## src/rtl/instruction_fetch_unit_pkg.sv

```systemverilog
// Shared types and constants for the fetch stage: FSM states, bubble
// instruction, default reset PC and the IF/D entry layout.
package riscv_fetch_pkg;

    typedef enum logic [1:0] {
        REQ   = 2'd0,
        WAIT  = 2'd1,
        DRAIN = 2'd2
    } fetch_state_t;

    localparam logic [31:0] NOP_INSTR        = 32'h0000_0013;
    localparam logic [31:0] DEFAULT_RESET_PC = 32'h0000_0000;

    typedef struct packed {
        logic [31:0] addr;
        logic [31:0] instr;
    } fetch_entry_t;

endpackage

```

## src/rtl/instruction_fetch_unit_if.sv

```systemverilog
// Instruction-memory request/ack bus between the fetch unit (master) and memory.
interface instruction_fetch_unit_if;
    logic        imem_req;
    logic [31:0] imem_addr;
    logic        imem_ack;
    logic [31:0] imem_rdata;

    modport master (output imem_req, output imem_addr, input imem_ack, input imem_rdata);
    modport slave  (input imem_req, input imem_addr, output imem_ack, output imem_rdata);
endinterface

```

## src/rtl/instruction_fetch_unit_fetch_fifo.sv

```systemverilog
// Prefetch FIFO of {addr, instr} entries; flush wins over push, head is
// read straight from the storage registers.
module fetch_fifo
    import riscv_fetch_pkg::*;
#(
    parameter int DEPTH = 2
) (
    input  logic                         clk,
    input  logic                         srst,
    input  logic                         i_push,
    input  logic                         i_pop,
    input  logic                         i_flush,
    input  fetch_entry_t                 i_data,
    output fetch_entry_t                 o_head,
    output logic [$clog2(DEPTH):0]       o_count,
    output logic                         o_full,
    output logic                         o_empty
);
    localparam int AW = $clog2(DEPTH);
    localparam int CW = AW + 1;

    fetch_entry_t   r_mem [DEPTH];
    logic [AW-1:0]  r_wr_ptr;
    logic [AW-1:0]  r_rd_ptr;
    logic [CW-1:0]  r_count;
    logic           w_push;
    logic           w_pop;

    assign o_empty = (r_count == '0);
    assign o_full  = (r_count == CW'(DEPTH));
    assign w_pop   = i_pop && !o_empty;
    // A full FIFO still accepts a push when the head leaves in the same cycle.
    assign w_push  = i_push && (!o_full || w_pop);
    assign o_head  = r_mem[r_rd_ptr];
    assign o_count = r_count;

    always_ff @(posedge clk) begin
        if (w_push) begin
            r_mem[r_wr_ptr] <= i_data;
        end
    end

    always_ff @(posedge clk) begin
        if (srst || i_flush) begin
            r_wr_ptr <= '0;
            r_rd_ptr <= '0;
            r_count  <= '0;
        end else begin
            if (w_push) r_wr_ptr <= r_wr_ptr + AW'(1);
            if (w_pop)  r_rd_ptr <= r_rd_ptr + AW'(1);
            r_count <= r_count + CW'(w_push) - CW'(w_pop);
        end
    end

endmodule

```

## src/rtl/instruction_fetch_unit.sv

```systemverilog
// Fetch stage: owns the PC, drives the imem req/ack bus through a prefetch
// FIFO and presents {pc, instr} to the IF/D register.
module instruction_fetch_unit #(
    parameter logic [31:0] RESET_PC   = riscv_fetch_pkg::DEFAULT_RESET_PC,
    parameter int          FIFO_DEPTH = 2,
    parameter logic [31:0] NOP_INSTR  = riscv_fetch_pkg::NOP_INSTR
) (
    input  logic                     clock,
    input  logic                     reset,
    input  logic                     IFD_register_hold,
    input  logic                     redirect_valid,
    input  logic [31:0]              redirect_pc,
    instruction_fetch_unit_if.master imem,
    output logic [31:0]              address_bus_IR,
    output logic [31:0]              inst_mem_bus_IR,
    output logic                     fetch_valid
);
    import riscv_fetch_pkg::*;

    localparam int CW = $clog2(FIFO_DEPTH) + 1;

    fetch_state_t  r_state;
    logic [31:0]   r_pc;
    logic          r_req;
    logic [31:0]   r_addr;

    fetch_state_t  w_state_next;
    logic [31:0]   w_pc_next;
    logic          w_req_next;
    logic [31:0]   w_addr_next;
    logic [CW-1:0] w_count_next;
    logic          w_ack;
    logic          w_push;
    logic          w_pop;
    logic [CW-1:0] w_count;
    logic          w_full;
    logic          w_empty;
    fetch_entry_t  w_head;
    fetch_entry_t  w_push_data;

    assign w_push_data = '{addr: r_addr, instr: imem.imem_rdata};

    always_comb begin
        // An ack only counts while our own request is actually up.
        w_ack        = r_req && imem.imem_ack;
        w_pop        = !w_empty && !IFD_register_hold && !redirect_valid;
        w_push       = w_ack && (r_state != DRAIN) && !redirect_valid && (!w_full || w_pop);
        w_state_next = r_state;
        w_pc_next    = r_pc;
        if (w_ack && (r_state != DRAIN)) w_pc_next = r_pc + 32'd4;
        case (r_state)
            REQ:     if (r_req && !w_ack) w_state_next = redirect_valid ? DRAIN : WAIT;
            WAIT:    if (w_ack) w_state_next = REQ;
                     else if (redirect_valid) w_state_next = DRAIN;
            DRAIN:   if (w_ack) w_state_next = REQ;
            default: w_state_next = REQ;
        endcase
        if (redirect_valid) w_pc_next = redirect_pc & ~32'h3;

        w_count_next = redirect_valid ? '0 : (w_count + CW'(w_push) - CW'(w_pop));
        // Request for next cycle only if the FIFO will have room after this edge.
        if (w_state_next == REQ) begin
            w_req_next  = (w_count_next < CW'(FIFO_DEPTH));
            w_addr_next = w_pc_next;
        end else begin
            w_req_next  = 1'b1;
            w_addr_next = r_addr;
        end
    end

    always_ff @(posedge clock) begin
        if (reset) begin
            r_state <= REQ;
            r_pc    <= RESET_PC;
            r_req   <= 1'b0;
            r_addr  <= RESET_PC;
        end else begin
            r_state <= w_state_next;
            r_pc    <= w_pc_next;
            r_req   <= w_req_next;
            r_addr  <= w_addr_next;
        end
    end

    fetch_fifo #(
        .DEPTH (FIFO_DEPTH)
    ) u_fifo (
        .clk     (clock),
        .srst    (reset),
        .i_push  (w_push),
        .i_pop   (w_pop),
        .i_flush (redirect_valid),
        .i_data  (w_push_data),
        .o_head  (w_head),
        .o_count (w_count),
        .o_full  (w_full),
        .o_empty (w_empty)
    );

    assign imem.imem_req   = r_req;
    assign imem.imem_addr  = r_addr;
    assign fetch_valid     = !w_empty;
    assign address_bus_IR  = w_empty ? 32'h0 : w_head.addr;
    assign inst_mem_bus_IR = w_empty ? NOP_INSTR : w_head.instr;

endmodule

```

## src/flat_wrapper.sv

```systemverilog
// flat-port wrapper written by rule: the top's interface ports become plain ports
module instruction_fetch_unit_flat import riscv_fetch_pkg::*;
#(
    parameter logic [31:0] RESET_PC   = riscv_fetch_pkg::DEFAULT_RESET_PC,
    parameter int          FIFO_DEPTH = 2,
    parameter logic [31:0] NOP_INSTR  = riscv_fetch_pkg::NOP_INSTR
)
  (clock, reset, IFD_register_hold, redirect_valid, redirect_pc, address_bus_IR, inst_mem_bus_IR, fetch_valid, imem_imem_req, imem_imem_addr, imem_imem_ack, imem_imem_rdata);
  instruction_fetch_unit_if imem_i ();
  input  logic clock;
  input  logic reset;
  input  logic IFD_register_hold;
  input  logic redirect_valid;
  input  logic [31:0] redirect_pc;
  output logic [31:0] address_bus_IR;
  output logic [31:0] inst_mem_bus_IR;
  output logic fetch_valid;
  output wire logic [$bits(imem_i.imem_req)-1:0] imem_imem_req;
  output wire logic [$bits(imem_i.imem_addr)-1:0] imem_imem_addr;
  input wire logic [$bits(imem_i.imem_ack)-1:0] imem_imem_ack;
  input wire logic [$bits(imem_i.imem_rdata)-1:0] imem_imem_rdata;
  assign imem_imem_req = imem_i.imem_req;
  assign imem_imem_addr = imem_i.imem_addr;
  assign imem_i.imem_ack = imem_imem_ack;
  assign imem_i.imem_rdata = imem_imem_rdata;
  instruction_fetch_unit #(.RESET_PC(RESET_PC), .FIFO_DEPTH(FIFO_DEPTH), .NOP_INSTR(NOP_INSTR)) u_core (.clock(clock), .reset(reset), .IFD_register_hold(IFD_register_hold), .redirect_valid(redirect_valid), .redirect_pc(redirect_pc), .imem(imem_i), .address_bus_IR(address_bus_IR), .inst_mem_bus_IR(inst_mem_bus_IR), .fetch_valid(fetch_valid));
endmodule
```

## config.mk

```make
export PLATFORM = sky130hd
export DESIGN_NAME = instruction_fetch_unit_flat
export DESIGN_NICKNAME = d
export VERILOG_FILES = /design/src/rtl/instruction_fetch_unit_pkg.sv /design/src/rtl/instruction_fetch_unit_if.sv /design/src/rtl/instruction_fetch_unit_fetch_fifo.sv /design/src/rtl/instruction_fetch_unit.sv /design/src/flat_wrapper.sv
export SDC_FILE = /design/constraint.sdc
export NUM_CORES = 1
export LEC_CHECK = 0
export CAP_MARGIN = 5
export CORE_ASPECT_RATIO = 0.9
export CORE_MARGIN = 5
export CORE_UTILIZATION = 35
export DETAILED_ROUTE_END_ITERATION = 16
export PLACE_DENSITY = 0.54
export SYNTH_ARGS = -nofsm -noshare
export SYNTH_HDL_FRONTEND = slang
export SYNTH_SLANG_ARGS = --single-unit
```

## constraint.sdc

```tcl
create_clock -name clock -period 12.7 [get_ports clock]
set_input_delay 2.54 -clock clock [delete_from_list [all_inputs] [get_ports clock]]
set_output_delay 2.54 -clock clock [all_outputs]
set_load 0.1 [all_outputs]
```

Yosys cells after proc, flatten, opt, wreduce, memory -nomap -nowiden
Memory sizes are Yosys's and may differ from the RTL's. A register that Yosys moved wholly into a read port is not among the register bits.
Cells that the tools add are included.
W data, S select, Z words.
- add/sub/neg operators: 7
- multipliers: 0
- div/mod/pow operators: 0
- $lt $le $gt $ge: 1
- equal/unequal tests: 4
- shift operators: 0
- multiplexer cells: 16
- bitwise logic cells: 0
- reduce and logical (&&, ||, !) cells: 20
- operators with widths (operator ; number):
    $mux W32 ; 4
    $add A32 B3 Y32 const B ; 1
    $mux W2 ; 6
    $logic_and A1 B1 Y1 ; 9
    $logic_not A2 Y1 ; 3
    $pmux W2 S3 ; 1
    $logic_not A1 Y1 ; 5
    $mux W1 ; 5
    $add A2 B1 Y2 ; 2
    $eq A2 B2 Y1 const B ; 2
    $sub A2 B1 Y2 ; 2
    $logic_or A1 B1 Y1 ; 3
    $add A1 B1 Y1 const B ; 2
    $eq A2 B1 Y1 const B ; 1
    $lt A2 B2 Y1 const B ; 1
    $ne A2 B2 Y1 const B ; 1
- register bits after elaboration: 71
- bits in latches: 0
- RAM bits: 128
- ROM bits: 0
- output and inout port bits: 98
- logic and storage cells: 56
- memories: 1
- memories (memory ; depth ; width ; rd ports ; clocked after Yosys merged registers in ; wr ports ; line ; source):
    u_core.u_fifo.r_mem ; 2 ; 64 ; 1 ; 1 ; 1 ; instruction_fetch_unit_fetch_fifo.sv:22 ; fetch_entry_t r_mem [DEPTH];

Depth between registers and ports, before layout
Gate-level depths: netlist (run 1).
- depth in word-level cells: 11
- mapped depth: 9

Modules after synthesis
From an unflattened synthesis (run 1), not the netlist that was laid out.
- cells, all modules: 702
- area, all modules: 8687.1 um^2
- modules (own cells, without submodules) (module ; times used ; cells an instance ; area each (um^2)):
    fetch_fifo ; 1 ; 230 ; 4918.5
    instruction_fetch_unit ; 1 ; 472 ; 3768.6

Worst setup path after synthesis (run 1)
Ideal clock, no wire load.
- path type: input-to-reg
- start point: in imem_imem_ack
- end point: mem u_core.u_fifo.r_mem[0][0] (netlist bit) (enable)
- setup time: 0.487 ns
- data arrival time: 5.774 ns
- data required time: 12.213 ns
- setup slack: 6.439 ns
- stages on the path: 4
- buffers on the path: 1
- path through: and2_1 > buf_2 > nand4_1 > nor2_1
- cells in the longest elaborated chain, start to end: 7
- ends and longest elaborated chain (item ; line ; source):
    start, declared ; flat_wrapper.sv:20 ; input wire logic [$bits(imem_i.imem_ack)-1:0] imem_imem_ack;
    $logic_and A1 B1 Y1 ; instruction_fetch_unit.sv:45 ; w_ack = r_req && imem.imem_ack;
    $logic_and A1 B1 Y1 (3 in a row) ; instruction_fetch_unit.sv:47 ; w_push = w_ack && (r_state != DRAIN) && !redirect_valid && (!w_full || w_pop);
    $logic_and A1 B1 Y1 ; instruction_fetch_unit_fetch_fifo.sv:33 ; assign w_push = i_push && (!o_full || w_pop);
    $mux W1 ; instruction_fetch_unit_fetch_fifo.sv:38 ; if (w_push) begin
    $mux W1 (not written as such) ; instruction_fetch_unit_fetch_fifo.sv:39 ; r_mem[r_wr_ptr] <= i_data;
    end, declared ; instruction_fetch_unit_fetch_fifo.sv:22 ;
No other way between the ends.

Worst setup path after layout (run 1)
- start point: reg u_core.u_fifo.r_count[1] (netlist: u_core.u_fifo.o_count[1])
- end point: out inst_mem_bus_IR[1]
- cells in the longest elaborated chain, start to end: 2
- ends and longest elaborated chain (item ; line ; source):
    start, declared ; instruction_fetch_unit_fetch_fifo.sv:25 ; logic [CW-1:0] r_count;
    start signal, assigned ; instruction_fetch_unit_fetch_fifo.sv:51 ; r_count <= r_count + CW'(w_push) - CW'(w_pop);
    $logic_not A2 Y1 ; instruction_fetch_unit_fetch_fifo.sv:29 ; assign o_empty = (r_count == '0);
    $mux W32 ; instruction_fetch_unit.sv:104 ; assign inst_mem_bus_IR = w_empty ? NOP_INSTR : w_head.instr;
    end, declared ; flat_wrapper.sv:16 ; output logic [31:0] inst_mem_bus_IR;
No other way between the ends.

==> results.json, run 1 <==
{
  "outcome": "completed",
  "unrepaired_setup_endpoints_after_global_routing": "no",
  "synth_edf_count": 128,
  "post_synth_instance_area_mm2": 0.008489,
  "drt-pass1-iter-count": 5,
  "grt_max_degree": 65,
  "mostFrequentLayoutCells": "sky130_fd_sc_hd__clkdlybuf4s50_1, sky130_fd_sc_hd__edfxtp_1, sky130_fd_sc_hd__nor2_1, sky130_fd_sc_hd__mux2i_1, sky130_fd_sc_hd__dfxtp_1",
  "flip_flop_and_latch_count_after_synthesis": 200,
  "clk-insertion-delay-late_ns": 0.43,
  "period_share": 0.4575,
  "cts_tree": "yes",
  "placeableCoreArea_mm2": 0.02405,
  "worst_slew_pin_tran_ns": 1.163,
  "fp.dieArea_mm2": 0.02747,
  "cts_num_sinks": 200,
  "portBuffers": 164,
  "route.detailed.drc": 0,
  "synth_cell_type_count": 60,
  "route.antenna.remaining_nets": 0,
  "timing.final.max_slew_violations": 0,
  "synth_cells": 708,
  "grt_pass1_vias": 6110,
  "hold-path-endpoint": "u_core.r_pc[0]",
  "grt_antenna_before_repair": 0,
  "min_path_type": "reg -> reg",
  "fmax_mhz": 172.1,
  "cts_hold_buffers": 0,
  "global_route.overflow_total": 0,
  "gr-usage-all-layers": 0.1504,
  "total_number_of_placement_rows": 54,
  "fillCellCount": 2216,
  "drtIter0Drc": 371,
  "r2r_end": "u_core.u_fifo.r_mem[1][6]",
  "whs_path_depth": 1,
  "drv.max_cap_violation_count": 0,
  "cts.repair.resized": 0,
  "gpl.final_weighted_congestion": 0.8387,
  "timing.critical_path.to_type": "output port",
  "detail_route.vias_per_cell": 5.109,
  "global_route_wire_length_before_repair_mm": 32.84,
  "cts.path.max_buffers": 2,
  "syn_avg_cell_area_um2": 11.99,
  "synth_async_sr_flop_share": 0,
  "path_max_fanout": 44,
  "synth.yosys.seq_area_share": 0.6225,
  "die_height_um": 157.8,
  "power.density_mw_per_mm2": 133.2,
  "layout-drive-gt1-share": 0.06690,
  "cp_data_arrival_time_ns": 3.27,
  "worst-r2r-setup-slack_ns": 9.63,
  "max-vdd-ir-drop_v": 0.00007845,
  "placed_cell_area_mm2": 0.01040,
  "route.vias.total": 6003,
  "drt-total-wl_mm": 21.13,
  "synthesis.nets": 781,
  "antenna_cells": 0,
  "h_tree_depth": 4,
  "cts.reportedPaths.clkPinSlew_ns": 0.07,
  "timing.slew.headroom": 0.2247,
  "layout.core_utilization": 0.4559,
  "design.final.nets": 927,
  "crit_type": "reg -> out",
  "place_hpwl_mm": 14.15,
  "ys_warn_count": 0,
  "report.final.hold_viol_count": 0,
  "setup_crit_start_kind": "flop",
  "finalClockSkew_ns": 0.01168,
  "cts_made_buffers": 17,
  "layout.cells.most_common": "sky130_fd_sc_hd__clkdlybuf4s50_1",
  "fin_total_pwr_uw": 1461,
  "clockRootBuffer": "sky130_fd_sc_hd__clkbuf_16",
  "initial_standard_cell_utilization_of_the_core": 0.3529,
  "post_drt_wl_per_cell_um": 17.99,
  "dieWidth_um": 174.2,
  "total_leakage_power_uw": 0.003668,
  "io_pins": 167,
  "cts_post_setup_buffers_inserted": 0,
  "crit-reg2reg-launch": "u_core.imem.imem_req",
  "syn2layout_area_growth_pct": 29.17,
  "dominantRegCellSynth": "sky130_fd_sc_hd__edfxtp_1",
  "count_of_final_setup_violators": 0,
  "worst_reg2reg_path_length_in_cells": 4,
  "crit_required_ns": 10.16,
  "finalSetupTns_ns": 0,
  "min_period_ns": 5.810,
  "fin_area_mm2": 0.01097,
  "timing.hold.worst.start": "u_core.r_pc[0]"
}
-- sequential cells by signal (all words and copies together), names as in the netlist, named ones only --
name,cells
u_core.u_fifo.o_count,2
u_core.u_fifo.r_wr_ptr,1
u_core.imem.imem_req,1
u_core.imem.imem_addr,32
u_core.r_pc,32
u_core.r_state,2
u_core.u_fifo.r_rd_ptr,1
u_core.u_fifo.r_mem,128
-- power breakdown --
group,switching (uW),leakage [uW],total (uW),internal (uW)
clock network,247,0.000282,515,269
registers,20.5,0.00176,737,716
logic,148,0.00162,209,61.3
-- kinds of logic (layout without fill, tap and decap cells) --
group                      after synthesis  in the layout  share of synthesized area
and+or+nand+nor                        271            271                     0.1665
DFF                                    200            200                     0.6225
AOI/OAI and AO/OA                       89             89                    0.07428
muxes                                   74             74                    0.08755
buffers and inverters                   53            212                    0.02564
xor gates and xnor gates                17             17                    0.01754
adders and majority gates                4              4                   0.005896
-- worst max path at each step --
| stage | endpoint | from |
|---|---|---|
| 6_report | inst_mem_bus_IR[1] | u_core.u_fifo.o_count[1] |
| 2_1_floorplan | u_core.u_fifo.r_mem[0][0] | imem_imem_ack |
| 3_5_place_dp | u_core.u_fifo.r_mem[1][51] | redirect_valid |
| 3_3_place_gp | u_core.u_fifo.r_mem[1][56] | redirect_valid |
| 4_1_cts | inst_mem_bus_IR[1] | u_core.u_fifo.o_count[1] |
| 5_1_grt | inst_mem_bus_IR[1] | u_core.u_fifo.o_count[1] |
-- worst max-delay path, stage by stage (launching register included) --
cell,delay (ns)
sky130_fd_sc_hd__dfxtp_1,0.38
sky130_fd_sc_hd__nor2_4,0.49
sky130_fd_sc_hd__buf_4,0.52
sky130_fd_sc_hd__inv_1,0.17
sky130_fd_sc_hd__nand2_1,0.10
sky130_fd_sc_hd__clkdlybuf4s50_1,1.15
-- metal layers --
layer	wire (um)	up-vias	share of wire	global-route usage
li1	-	2909	-	-
met1	9804	2893	0.46	0.1945
met2	10050	179	0.48	0.2572
met3	969	22	0.046	0.02937
met4	314	0	0.015	0.04825
met5	0	-	0	0
-- cell type report --
type / count / area, um2 / share of cell area
Inverter: 10 / 37.54 / 0.003423
Clock inverter: 12 / 110.1 / 0.01004
Tap cell: 308 / 385.4 / 0.03514
Clock buffer: 20 / 456.7 / 0.04165
Sequential cell: 200 / 5289 / 0.4823
Timing Repair Buffer: 170 / 1677 / 0.1529
Multi-Input combinational cell: 455 / 3010 / 0.2745
-- stage by stage --
step                hold WS [ns]  instances  worst slack, ns
finish                    0.4603       1175            6.890
global route              0.4963       1175            6.687
global placement          0.4433       1143            6.730
detailed placement        0.4436       1143            6.677
floorplan                 0.4283        708            6.439
CTS                       0.4666       1175            6.822
-- synth_stat cells (4+ instances only) --
| cell type | number | share of area |
|---|---|---|
| sky130_fd_sc_hd__nor2_1 | 100 | 0.044 |
| sky130_fd_sc_hd__nor4_1 | 11 | 0.0081 |
| sky130_fd_sc_hd__nor3_1 | 28 | 0.017 |
| sky130_fd_sc_hd__mux2i_1 | 72 | 0.085 |
| sky130_fd_sc_hd__nor4_4 | 5 | 0.013 |
| sky130_fd_sc_hd__edfxtp_1 | 128 | 0.45 |
| sky130_fd_sc_hd__o21ai_1 | 5 | 0.0029 |
| sky130_fd_sc_hd__a21oi_1 | 16 | 0.0094 |
| sky130_fd_sc_hd__ha_1 | 4 | 0.0059 |
| sky130_fd_sc_hd__a31oi_1 | 12 | 0.0088 |
| sky130_fd_sc_hd__a21o_1 | 4 | 0.0035 |
| sky130_fd_sc_hd__and4_1 | 6 | 0.0062 |
| sky130_fd_sc_hd__o31a_1 | 6 | 0.0062 |
| sky130_fd_sc_hd__xor2_1 | 4 | 0.0041 |
| sky130_fd_sc_hd__o21a_1 | 7 | 0.0062 |
| sky130_fd_sc_hd__dfxtp_1 | 72 | 0.17 |
| sky130_fd_sc_hd__and2_1 | 10 | 0.0074 |
| sky130_fd_sc_hd__inv_1 | 8 | 0.0035 |
| sky130_fd_sc_hd__o31ai_1 | 6 | 0.0053 |
| sky130_fd_sc_hd__o41ai_1 | 7 | 0.0072 |
| sky130_fd_sc_hd__nand3_1 | 33 | 0.019 |
| sky130_fd_sc_hd__buf_2 | 6 | 0.0035 |
| sky130_fd_sc_hd__and3_1 | 13 | 0.0096 |
| sky130_fd_sc_hd__clkbuf_1 | 31 | 0.014 |
| sky130_fd_sc_hd__xnor2_1 | 13 | 0.013 |
| sky130_fd_sc_hd__a211oi_1 | 6 | 0.0053 |
| sky130_fd_sc_hd__buf_1 | 4 | 0.0018 |
| sky130_fd_sc_hd__nand2_1 | 38 | 0.017 |
| sky130_fd_sc_hd__nand4_1 | 6 | 0.0044 |
| sky130_fd_sc_hd__nand2b_1 | 6 | 0.0044 |
Power figures use the tool's default switching activity.
==> run 2: changes to the inputs <==
==> constraint.sdc (replaced) <==
create_clock -name clock -period 5.7 [get_ports clock]
set_input_delay 1.14 -clock clock [delete_from_list [all_inputs] [get_ports clock]]
set_output_delay 1.14 -clock clock [all_outputs]
set_load 0.1 [all_outputs]
==> run 2 against run 1 <==
Against the previous run: cell area is 0.79% higher; hold slack improved by 0.0021 ns; first-iteration DRC count is 5.9% lower; sequential cell count stayed put; combinational power increased by 120%; count of clock-buffer cells in the layout is 2 lower; power rose by 130%.
==> results.json, run 2 (synthesis gave the netlist of run 1 again) <==
{
  "min_path_type": "reg -> reg",
  "fmax_mhz": 242.2,
  "design.final.nets": 932,
  "finalSetupTns_ns": 0,
  "grt_met1_usage": 0.2008,
  "worst-r2r-setup-slack_ns": 2.86,
  "regArea_mm2": 0.005289,
  "period_share": 0.7244,
  "cts.path.max_buffers": 2,
  "timing.critical_path.to_type": "output port",
  "global_route_wire_length_before_repair_mm": 33.41,
  "worst_reg2reg_path_length_in_cells": 4,
  "cts.reportedPaths.clkPinSlew_ns": 0.07,
  "met3_usage": 0.03462,
  "timing.hold.worst.start": "u_core.r_pc[0]",
  "outcome": "completed",
  "path_max_fanout": 29,
  "power.density_mw_per_mm2": 300.7,
  "gr-usage-all-layers": 0.1532,
  "crit_required_ns": 4.56,
  "cts_hold_buffers": 0,
  "path_delay_family": "buffers and inverters",
  "cts.repair.resized": 0,
  "max-vdd-ir-drop_v": 0.0002033,
  "initial_standard_cell_utilization_of_the_core": 0.3529,
  "drt-pass1-iter-count": 5,
  "crit_type": "reg -> out",
  "largest_reg_flops": 128,
  "cts_post_setup_buffers_inserted": 0,
  "clk-insertion-delay-late_ns": 0.43,
  "setup_crit_start_kind": "flop",
  "clockRootBuffer": "sky130_fd_sc_hd__clkbuf_16",
  "global_route.overflow_total": 0,
  "cts_num_sinks": 200,
  "hold-path-endpoint": "u_core.r_pc[0]",
  "r2r_end": "u_core.u_fifo.r_mem[0][40]",
  "largest-register": "u_core.u_fifo.r_mem",
  "total_number_of_placement_rows": 54,
  "unrepaired_setup_endpoints_after_global_routing": "no",
  "count_of_final_setup_violators": 0,
  "mostFrequentLayoutCells": "sky130_fd_sc_hd__clkdlybuf4s50_1, sky130_fd_sc_hd__edfxtp_1, sky130_fd_sc_hd__nor2_1, sky130_fd_sc_hd__mux2i_1, sky130_fd_sc_hd__dfxtp_1",
  "finalClockSkew_ns": 0.007943,
  "post_drt_wl_per_cell_um": 17.96,
  "cts_tree": "yes",
  "antenna_cells": 0,
  "timing.final.max_slew_violations": 0,
  "route.antenna.remaining_nets": 0,
  "slowest_stage": "sky130_fd_sc_hd__clkdlybuf4s50_1",
  "critical_path.n_buffers_inverters": 2,
  "global_route_layer_with_the_greatest_usage": "met2",
  "multi_input_area_mm2": 0.003010,
  "grt_max_degree": 54,
  "cp_data_arrival_time_ns": 2.99,
  "worst_path_largest_cell_delay_ns": 1.16,
  "route.detailed.drc": 0,
  "place_hpwl_mm": 14.60,
  "gpl.final_weighted_congestion": 0.8400,
  "cts_made_buffers": 17,
  "fp.dieArea_mm2": 0.02747,
  "detail_route.vias_per_cell": 5.094,
  "h_tree_depth": 4,
  "report.final.hold_viol_count": 0,
  "io_pins": 167,
  "drtIter0Drc": 349,
  "fillCellCount": 2213,
  "crit-reg2reg-launch": "u_core.imem.imem_req",
  "layout.core_utilization": 0.4595,
  "placeableCoreArea_mm2": 0.02405,
  "drt-total-wl_mm": 21.19,
  "worst_slew_pin_tran_ns": 1.046,
  "layout.cells.most_common": "sky130_fd_sc_hd__clkdlybuf4s50_1",
  "met2_usage": 0.2594,
  "grt_antenna_before_repair": 0,
  "min_period_ns": 4.129,
  "layout-drive-gt1-share": 0.07110,
  "whs_path_depth": 1,
  "total_leakage_power_uw": 0.003696,
  "crit_path_cell_trace": "buf_4, mux2i_1, nor2_1, clkdlybuf4s50_1",
  "portBuffers": 164,
  "die_height_um": 157.8,
  "hold-worst-slack_ns": 0.4624,
  "grt_pass1_vias": 6239,
  "timing.slew.headroom": 0.3003,
  "syn2layout_area_growth_pct": 30.18,
  "dieWidth_um": 174.2,
  "route.vias.total": 6011,
  "fin_total_pwr_uw": 3323,
  "drv.max_cap_violation_count": 0
}
## run 2: cell count changes in the layout (fill, tap and decap cells not counted), moves of 2 or more
cell                         change
sky130_fd_sc_hd__clkinvlp_4      +3
sky130_fd_sc_hd__clkbuf_8        -2
sky130_fd_sc_hd__buf_12          +2
sky130_fd_sc_hd__buf_4           +3
sky130_fd_sc_hd__clkinv_4        -2
sky130_fd_sc_hd__bufinv_16       +2
sky130_fd_sc_hd__inv_4           -2
## run 2: worst max path at each step
stage                     cells past startpoint                         end           from  slack [ns]
after global placement                        5  u_core.u_fifo.r_mem[1][37]  imem_imem_ack        1.73
after floorplan                               4   u_core.u_fifo.r_mem[0][0]  imem_imem_ack        0.84
after detailed placement                      5  u_core.u_fifo.r_mem[1][37]  imem_imem_ack        1.66
after global routing                          4          address_bus_IR[14]           flop        1.45
final                                         4          address_bus_IR[14]           flop        1.57
after CTS                                     4          address_bus_IR[14]           flop        1.51
## run 2: final cells by class
cell class,count,area share
clock buffer,18,0.03883
clock inverter,14,0.01460
inverter,10,0.003396
multi-input combinational,455,0.2724
sequential,200,0.4785
tap,308,0.03487
timing repair buffer,175,0.1574
## run 2: layer usage
| layer | vias to the layer above | share of wire | wire length, um |
|---|---|---|---|
| met3 | 19 | 0.053 | 1116 |
| met5 | - | 0 | 0 |
| met4 | 0 | 0.012 | 245 |
| li1 | 2917 | - | - |
| met1 | 2899 | 0.46 | 9843 |
| met2 | 176 | 0.47 | 9982 |
## run 2: where the power goes
group | internal (uW) | switching [uW] | total (uW) | leakage [uW]
clock | 659 | 556 | 1210 | 0.000279
sequential | 1600 | 45.3 | 1640 | 0.00176
combinational | 138 | 329 | 468 | 0.00165
## run 2: stage by stage
step	setup WS, ns	std cells	instance area (um2)
after floorplan	0.8394	708	8489
after global placement	1.732	1148	10460
after detailed placement	1.662	1148	10460
after CTS	1.513	1180	11050
after global routing	1.449	1180	11050
final	1.571	1180	11050
